### src/rtl/led_matrix_tick_gen_if.sv
// led_matrix_tick_gen_if
//     Bundles the per-channel control and status signals of led_matrix_tick_gen.
//     master: drives prescale/load/run/oneshot/sync, observes tick/bypass/active/pending.
//     slave : the tick generator itself.
//     prescale : NCH*WIDTH reload values, channel i at [i*WIDTH +: WIDTH]
//     load     : per-channel capture strobe for the prescale slice
//     run      : per-channel run level
//     oneshot  : per-channel mode, 1 = stop after first tick
//     sync     : single-cycle re-alignment pulse for all running channels
//     tick     : one-cycle terminal-count strobe per channel
//     bypass   : active reload equals 0
//     active   : channel is running
//     pending  : shadow reload captured but not yet applied
interface led_matrix_tick_gen_if #(
    parameter int unsigned NCH   = 4,
    parameter int unsigned WIDTH = 16
);
    logic [NCH*WIDTH-1:0] prescale;
    logic [NCH-1:0]       load;
    logic [NCH-1:0]       run;
    logic [NCH-1:0]       oneshot;
    logic                 sync;
    logic [NCH-1:0]       tick;
    logic [NCH-1:0]       bypass;
    logic [NCH-1:0]       active;
    logic [NCH-1:0]       pending;

    modport master (
        output prescale, load, run, oneshot, sync,
        input  tick, bypass, active, pending
    );

    modport slave (
        input  prescale, load, run, oneshot, sync,
        output tick, bypass, active, pending
    );
endinterface

### src/rtl/led_matrix_tick_gen.sv
// led_matrix_tick_gen
//     Multi-channel prescaler producing independent programmable strobes. Each
//     channel has a double-buffered reload value, continuous or one-shot mode, and
//     all running channels can be re-aligned with a global sync pulse.
//     i_clk  : sole clock
//     i_rst  : synchronous, active-high reset
//     io_bus : control/status bundle (slave side), see led_matrix_tick_gen_if
module led_matrix_tick_gen #(
    parameter int unsigned NCH   = 4,
    parameter int unsigned WIDTH = 16
) (
    input  logic                        i_clk,
    input  logic                        i_rst,
    led_matrix_tick_gen_if.slave        io_bus
);
    typedef enum logic [1:0] {StIdle, StRun, StDone} state_e;

    state_e           r_state  [NCH];
    logic [WIDTH-1:0] r_cnt    [NCH];
    logic [WIDTH-1:0] r_reload [NCH];
    logic [WIDTH-1:0] r_shadow [NCH];
    logic [NCH-1:0]   r_pend;

    state_e           w_state_nxt  [NCH];
    logic [WIDTH-1:0] w_cnt_nxt    [NCH];
    logic [WIDTH-1:0] w_reload_nxt [NCH];
    logic [WIDTH-1:0] w_shadow_nxt [NCH];
    logic [NCH-1:0]   w_pend_nxt;
    logic [NCH-1:0]   w_tc;
    logic [NCH-1:0]   w_apply;

    always_comb begin
        w_tc = '0;
        for (int i = 0; i < NCH; i++) begin
            w_tc[i] = (r_state[i] == StRun) && (r_cnt[i] == r_reload[i]);
        end
    end

    always_comb begin
        w_apply    = '0;
        w_pend_nxt = r_pend;
        for (int i = 0; i < NCH; i++) begin
            w_state_nxt[i]  = r_state[i];
            w_cnt_nxt[i]    = r_cnt[i];
            w_reload_nxt[i] = r_reload[i];
            w_shadow_nxt[i] = r_shadow[i];

            unique case (r_state[i])
                StIdle: begin
                    w_cnt_nxt[i] = '0;
                    if (io_bus.run[i]) begin
                        w_state_nxt[i] = StRun;
                    end
                end
                StRun: begin
                    if (!io_bus.run[i]) begin
                        w_state_nxt[i] = StIdle;
                        w_cnt_nxt[i]   = '0;
                        w_apply[i]     = 1'b1;
                    end else if (io_bus.sync) begin
                        // Sync wins over tc: state kept, counter restarted.
                        w_cnt_nxt[i] = '0;
                        w_apply[i]   = 1'b1;
                    end else if (w_tc[i]) begin
                        w_cnt_nxt[i] = '0;
                        w_apply[i]   = 1'b1;
                        if (io_bus.oneshot[i]) begin
                            w_state_nxt[i] = StDone;
                        end
                    end else begin
                        w_cnt_nxt[i] = r_cnt[i] + WIDTH'(1);
                    end
                end
                default: begin
                    w_cnt_nxt[i] = '0;
                    if (!io_bus.run[i]) begin
                        w_state_nxt[i] = StIdle;
                    end
                end
            endcase

            // A load at an apply point bypasses the shadow so the newest value wins.
            if (io_bus.load[i]) begin
                if (r_state[i] != StRun || w_apply[i]) begin
                    w_reload_nxt[i] = io_bus.prescale[i*WIDTH +: WIDTH];
                    w_pend_nxt[i]   = 1'b0;
                end else begin
                    w_shadow_nxt[i] = io_bus.prescale[i*WIDTH +: WIDTH];
                    w_pend_nxt[i]   = 1'b1;
                end
            end else if (w_apply[i] && r_pend[i]) begin
                w_reload_nxt[i] = r_shadow[i];
                w_pend_nxt[i]   = 1'b0;
            end
        end
    end

    always_ff @(posedge i_clk) begin
        if (i_rst) begin
            r_pend <= '0;
            for (int i = 0; i < NCH; i++) begin
                r_state[i]  <= StIdle;
                r_cnt[i]    <= '0;
                r_reload[i] <= '0;
                r_shadow[i] <= '0;
            end
        end else begin
            r_pend <= w_pend_nxt;
            for (int i = 0; i < NCH; i++) begin
                r_state[i]  <= w_state_nxt[i];
                r_cnt[i]    <= w_cnt_nxt[i];
                r_reload[i] <= w_reload_nxt[i];
                r_shadow[i] <= w_shadow_nxt[i];
            end
        end
    end

    always_comb begin
        io_bus.tick    = '0;
        io_bus.bypass  = '0;
        io_bus.active  = '0;
        io_bus.pending = r_pend;
        for (int i = 0; i < NCH; i++) begin
            io_bus.tick[i]   = w_tc[i] && !io_bus.sync;
            io_bus.bypass[i] = (r_reload[i] == '0);
            io_bus.active[i] = (r_state[i] == StRun);
        end
    end
endmodule

### src/flat_wrapper.sv
// flat-port wrapper written by rule: the top's interface ports become plain ports
module led_matrix_tick_gen_flat 
#(
    parameter int unsigned NCH   = 4,
    parameter int unsigned WIDTH = 16
)
  (i_clk, i_rst, io_bus_prescale, io_bus_load, io_bus_run, io_bus_oneshot, io_bus_sync, io_bus_tick, io_bus_bypass, io_bus_active, io_bus_pending);
  led_matrix_tick_gen_if #(.NCH(NCH), .WIDTH(WIDTH)) io_bus_i ();
  input  logic i_clk;
  input  logic i_rst;
  input wire logic [$bits(io_bus_i.prescale)-1:0] io_bus_prescale;
  input wire logic [$bits(io_bus_i.load)-1:0] io_bus_load;
  input wire logic [$bits(io_bus_i.run)-1:0] io_bus_run;
  input wire logic [$bits(io_bus_i.oneshot)-1:0] io_bus_oneshot;
  input wire logic [$bits(io_bus_i.sync)-1:0] io_bus_sync;
  output wire logic [$bits(io_bus_i.tick)-1:0] io_bus_tick;
  output wire logic [$bits(io_bus_i.bypass)-1:0] io_bus_bypass;
  output wire logic [$bits(io_bus_i.active)-1:0] io_bus_active;
  output wire logic [$bits(io_bus_i.pending)-1:0] io_bus_pending;
  assign io_bus_i.prescale = io_bus_prescale;
  assign io_bus_i.load = io_bus_load;
  assign io_bus_i.run = io_bus_run;
  assign io_bus_i.oneshot = io_bus_oneshot;
  assign io_bus_i.sync = io_bus_sync;
  assign io_bus_tick = io_bus_i.tick;
  assign io_bus_bypass = io_bus_i.bypass;
  assign io_bus_active = io_bus_i.active;
  assign io_bus_pending = io_bus_i.pending;
  led_matrix_tick_gen #(.NCH(NCH), .WIDTH(WIDTH)) u_core (.i_clk(i_clk), .i_rst(i_rst), .io_bus(io_bus_i));
endmodule
### config.mk
export PLATFORM = sky130hd
export DESIGN_NAME = led_matrix_tick_gen_flat
export DESIGN_NICKNAME = d
export VERILOG_FILES = /design/src/rtl/led_matrix_tick_gen_if.sv /design/src/rtl/led_matrix_tick_gen.sv /design/src/flat_wrapper.sv
export SDC_FILE = /design/constraint.sdc
export NUM_CORES = 1
export LEC_CHECK = 0
export ABC_AREA = 1
export CORE_AREA = 3 3 135 189
export CTS_CLUSTER_DIAMETER = 200
export DETAILED_ROUTE_END_ITERATION = 10
export DIE_AREA = 0 0 138 192
export GPL_ROUTABILITY_DRIVEN = 0
export PLACE_DENSITY = 0.63
export SYNTH_ARGS = -nofsm -noshare
export SYNTH_HDL_FRONTEND = slang
export SYNTH_SLANG_ARGS = --single-unit
### constraint.sdc
create_clock -name i_clk -period 1.8 [get_ports i_clk]
set_input_delay 0.27 -clock i_clk [delete_from_list [all_inputs] [get_ports i_clk]]
set_output_delay 0.27 -clock i_clk [all_outputs]
set_load 0.03 [all_outputs]
==> results.ini, run 1 <==
[sta]
finalSetupViolations=8
worst_slack_ps=-480
rsz0062_at_grt=true
slew_headroom=0.732
whs_ps=378
hold_violations=0
worst_clock_skew_ps=6.36
period_minus_slack_ps=2280
setup_tns_ps=-1420
max_freq_mhz=439
period_share=1.27
report.final.slew_viol_count=0
tightest_slew_ps=399

[grt]
overflow=0
track_usage=0.182
grt_pass1_wl_um=41800
grt_pass1_vias=9321
antenna_found_initial=0
grt_max_degree=48

[power_and_ir_drop]
seqPwrFrac=0.441
p_leak_nw=6.04
power.switching_w=0.00279
pwr-share-clk=0.419
combPwrFrac=0.140
sw_frac_of_total=0.257
powerDensity_nw_per_um2=812
vdd_ir_drop_max_mv=0.722
intPower_w=0.00807

[clocking]
clk_path_buf_depth=3
clock_sinks=204
cts-htree-levels=1
tritoncts=yes
hold_buffers=0
clkTransAtPathRegs_ps=60
insertion_delay_ps=500
cts_buffers=22
root_buffer=clkbuf_16

[yosys]
synth.top_cell.area_share=0.388
synth_compound_area_frac=0.0722
synth_top_family_by_area=simple AND/OR/NAND/NOR gates
synthSimpleGateAreaFrac=0.397
synthArstFlopShare=0
synth.distinct_cells=38
synthAdderAreaFrac=0.00476
ys_seq_area_frac=0.388
synth_enable_flop_cells=0
muxShareOfSynthArea=0
syn_area_um2=10500
yosysTopAreaCell=dfxtp_1
ys_top_cells_by_area=dfxtp_1, nand2_1, nor2_1, inv_1, o21ai_0
postSynthAreaPerCell_um2=6.30
synthFlopType=dfxtp_1
ys_seq_elements=204
synth.most_common_cell=nand2_1
synth_commonest_cells=nand2_1, nor2_1, dfxtp_1
syn-num-nets=1754
synth-xor-area-share=0.0291
yosysWarnings=0
syn_inst=1671

[finish]
final_layout_size_suffix_gt1_frac=0.165
nNetsFinal=1883
area_growth_pct=27.1
fillers=2412
multi_input_area_um2=5530
seqCellArea_um2=4180
antenna_cells=0

[drt]
drt_pass1_iterations=5
final_antenna_net_count=0
drt-initial-drc-count=412
routed_wl_um=25200
wl_per_cell_um=11.9
via_per_inst=4.74
vias=10100
drc=0

[setup_path]
crit_fanout=2
worstSetupEndpointType=output port
start_kind=register
crit_type=register to output port
critical_path_required_ps=1530
crit_arrival_ps=2010

[placement]
portBuffers=94
pre_cts_ws_ps=-92.7
place_hpwl_um=18000

[floorplan]
dieArea_um2=26500
initial_core_util=0.439
die_x_um=138
core_um2=24000
ios=95
rows=67
dieHeight_um=192

[run_status]
violations=negative setup slack
status=complete, but fails checks

[flow_run]
drv_cap=0

[hold_path]
hp-class=input pin to register

## layer usage
layer / vias to the layer above / GRT usage / wire (um)
li1: 5397 / - / -
met1: 4510 / 0.219 / 11100
met2: 123 / 0.337 / 12800
met3: 43 / 0.0267 / 785
met4: 0 / 0.0517 / 514
met5: - / 0 / 0
## cells by family (layout without fill, tap and decap cells)
group / count (synthesis) / after routing
compound gates: 147 / 147
simple gates: 1003 / 1003
xor+xnor: 35 / 35
fa+ha+maj: 4 / 4
buf+inv: 278 / 421
flops: 204 / 204
## power by group through the flow
stage	Clock, W	Sequential (W)	Combinational [W]
after floorplan	0	0.00486	0.000923
after global placement	0	0.00487	0.00142
after detailed placement	0	0.00488	0.00143
after CTS	0.00471	0.00478	0.00148
after global routing	0.00491	0.00480	0.00172
final	0.00456	0.00479	0.00152
## area by class of cell
type                       count  area share
multi-input combinational   1189       0.413
tap                          310      0.0290
sequential                   204       0.313
clock inverter                 9     0.00758
timing repair buffer         168       0.130
clock buffer                  29      0.0470
inverter                     215      0.0607
## final timing paths
path                              from                      to  slack (ps)  cells past startpoint
setup / recovery   u_core.r_cnt[2][13]          io_bus_tick[2]        -480                      9
hold / removal     io_bus_prescale[47]  u_core.r_shadow[0][47]         380                      3
setup reg to reg  u_core.r_state[0][6]  u_core.r_reload[0][54]          20                     13
hold reg to reg     u_core.r_cnt[0][0]      u_core.r_cnt[0][0]         450                      1
## what timing repair did
| action | CTS | global route |
|---|---|---|
| endpoints found under the setup margin | 15 | 80 |
| pin swaps | 24 | 41 |
| gates resized for setup | 93 | 98 |
| cloned | 0 | 2 |
| buffers inserted | 11 | 9 |
## worst max-delay path: stages, from the launching register on
cell and delay (ps):
dfxtp_2 340, inv_2 40, nand2_2 80, o21ai_2 60
nor2_2 110, nand3_2 100, nor4_4 280, nand4_1 160
nor2_1 170, buf_4 180
## stage by stage
step           instance area (um2)  power, W  cells   util
2_1_floorplan                10500   0.00578   1671      -
3_3_place_gp                 12100   0.00630   2064  0.505
3_5_place_dp                 12100   0.00631   2064  0.505
4_1_cts                      13000    0.0110   2113  0.544
5_1_grt                      13400    0.0114   2124  0.558
6_report                     13400    0.0109   2124  0.558
## cell usage in the layout (no fill, tap or decap), types with 4 or more instances in the layout
master             n
buf_12            17
xor2_1            25
nor2_1           329
nand3b_1           5
nand4_1           27
nor4_4             5
nand3_2            7
buf_6             10
dfxtp_2           51
nor4_1             5
nand2_2           12
ha_1               4
clkdlybuf4s50_1   78
inv_2             47
nor3b_1            9
o21ai_1           10
nor4_2             4
o21ai_0           81
o211ai_1           7
xnor2_1            9
clkbuf_16         24
dfxtp_4            9
nor3_1            23
nand2_4            4
nand2_1          488
inv_1            166
clkinv_2           5
nor3_2             6
nand3_1           44
dfxtp_1          144
nor2_2            20
or2_2              4
buf_4             54
a21oi_1           44
## sequential cells by signal (all words and copies together), names as in the netlist
signal and cells:
u_core.io_bus.pending 4, u_core.r_cnt 64, u_core.r_reload 64, u_core.r_shadow 64
u_core.r_state 8
Note: power is estimated with default switching activity, not from simulation.
==> inputs of run 2 (changes only) <==
- MAX_ROUTING_LAYER: default -> met4
- clock period: 1.8 -> 2.7 ns (I/O delays scaled with it)
==> run 2 against run 1 <==
Setup slack improved by 570 ps. Non-clock buffer count fell by 56. Sequential power shrank 33%. The flow now finishes without violations. Largest cell class unchanged.
==> results.ini, run 2 (synthesized netlist as in run 1, its figures left out) <==
[drt]
drc=0
drt-initial-drc-count=526
via_per_inst=4.73
final_antenna_net_count=0
highest_layer=met4
routed-wl-met3_um=756
met1_length_um=11000
wl_met2_um=12500
wl_per_cell_um=12.0
drt_pass1_iterations=5
routed_wl_um=24900
vias=9771

[power_and_ir_drop]
seqPwrFrac=0.453
power_w=0.00703
vdd_ir_drop_max_mv=0.404
power.switching_w=0.00178
p_leak_nw=5.54
powerDensity_nw_per_um2=569
pwr-share-clk=0.419
combPwrFrac=0.128
sw_frac_of_total=0.254
intPower_w=0.00525

[setup_path]
path_cells=inv_1, nand4_1, nor4_1, clkdlybuf4s50_1
critical_path.slowest_cell=clkdlybuf4s50_1
crit_arrival_ps=2210
start_kind=register
slowest_delay_ps=750
crit_fanout=4
crit_type=register to output port
worstSetupEndpointType=output port
rrSetupSlack_ps=710
critical_path_required_ps=2300

[floorplan]
dieArea_um2=26500
core_um2=24000
ios=95
initial_core_util=0.439
dieHeight_um=192
die_x_um=138
rows=67

[sta]
report.final.slew_viol_count=0
period_minus_slack_ps=2610
finalSetupViolations=0
worst_slack_ps=88.3
setup_tns_ps=0
hold_violations=0
rsz0062_at_grt=false
period_share=0.967
max_freq_mhz=383
slew_headroom=0.560
worst_clock_skew_ps=11.6
tightest_slew_ps=660

[clocking]
insertion_delay_ps=500
cts_buffers=22
root_buffer=clkbuf_16
clk_path_buf_depth=3
clock_sinks=204
cts-htree-levels=1
clkTransAtPathRegs_ps=60
tritoncts=yes
post_cts_buffers=0

[finish]
reg.largest.list=u_core.r_cnt (64), u_core.r_reload (64), u_core.r_shadow (64)
antenna_cells=0
design_area_um2=12400
final_layout_size_suffix_gt1_frac=0.0552
nNetsFinal=1827
area_growth_pct=17.6
final_cell_mix=nand2_1, nor2_1, dfxtp_1, inv_1, o21ai_0
layout.cells.most_common=nand2_1

[hold_path]
hp-class=register to register

[placement]
place_area_um2=11700
portBuffers=94
place_hpwl_um=18100
pre_cts_ws_ps=419

[grt]
grt_pass1_vias=9173
grt_max_degree=61
overflow=0
antenna_found_initial=0
grt_pass1_wl_um=41900
track_usage=0.189

[run_status]
status=completed

[flow_run]
drv_cap=0

[run 2: changes by cell type in the layout (fill, tap and decap cells not counted), moves of 9 or more]
cell	before	now
buf_12	17	2
buf_4	54	17
buf_6	10	0
clkdlybuf4s50_1	78	87
dfxtp_1	144	204
dfxtp_2	51	0
dfxtp_4	9	0
inv_1	166	203
inv_2	47	11
nand2_1	488	497
nor2_1	329	347
nor2_2	20	3
[run 2: worst max-delay path: cells and delay by family (launching register included)]
| family | cells | cell delay (ps) |
|---|---|---|
| simple gates | 2 | 570 |
| buf+inv | 2 | 840 |
| flops | 1 | 300 |
[run 2: power groups by stage]
stage	sequential, W	clock (W)	combinational (W)
floorplan	0.00324	0	0.000614
global placement	0.00325	0	0.000903
detailed placement	0.00325	0	0.000910
CTS	0.00318	0.00305	0.000913
global route	0.00319	0.00316	0.00103
finish	0.00319	0.00295	0.000902
[run 2: cell type report]
type | instances | area (um2)
clock buffers | 36 | 704
clock inverters | 1 | 5.00
fillers | 2508 | 11600
inverters | 215 | 810
multi-input cells | 1189 | 5300
flip-flops and latches | 204 | 4080
well taps | 310 | 388
repair buffers | 112 | 1080
[run 2: repair_timing]
item,CTS,global route
gates resized for setup,5,7
hold buffers,0,0
gates cloned,0,0
setup endpoints to repair,5,4
[run 2: worst paths after layout]
check	from	end	cells past startpoint
setup / recovery	u_core.r_reload[0][49]	io_bus_bypass[3]	4
hold / removal	u_core.io_bus.pending[2]	u_core.io_bus.pending[2]	2
setup reg to reg	u_core.r_cnt[2][9]	u_core.r_reload[0][43]	9
hold reg to reg	u_core.io_bus.pending[2]	u_core.io_bus.pending[2]	2
[run 2: routing by layer]
metal,track usage,up-vias
met1,0.218,4340
met2,0.344,119
li1,-,5270
met4,0.0582,0
met5,-,-
met3,0.0222,42
[run 2: through the flow]
| step | utilization | instances | hold slack, ps |
|---|---|---|---|
| after detailed placement | 0.487 | 2030 | 458 |
| after CTS | 0.516 | 2067 | 469 |
| after global placement | 0.487 | 2030 | 454 |
| final | 0.516 | 2067 | 464 |
| after global routing | 0.516 | 2067 | 495 |
| after floorplan | - | 1671 | 438 |
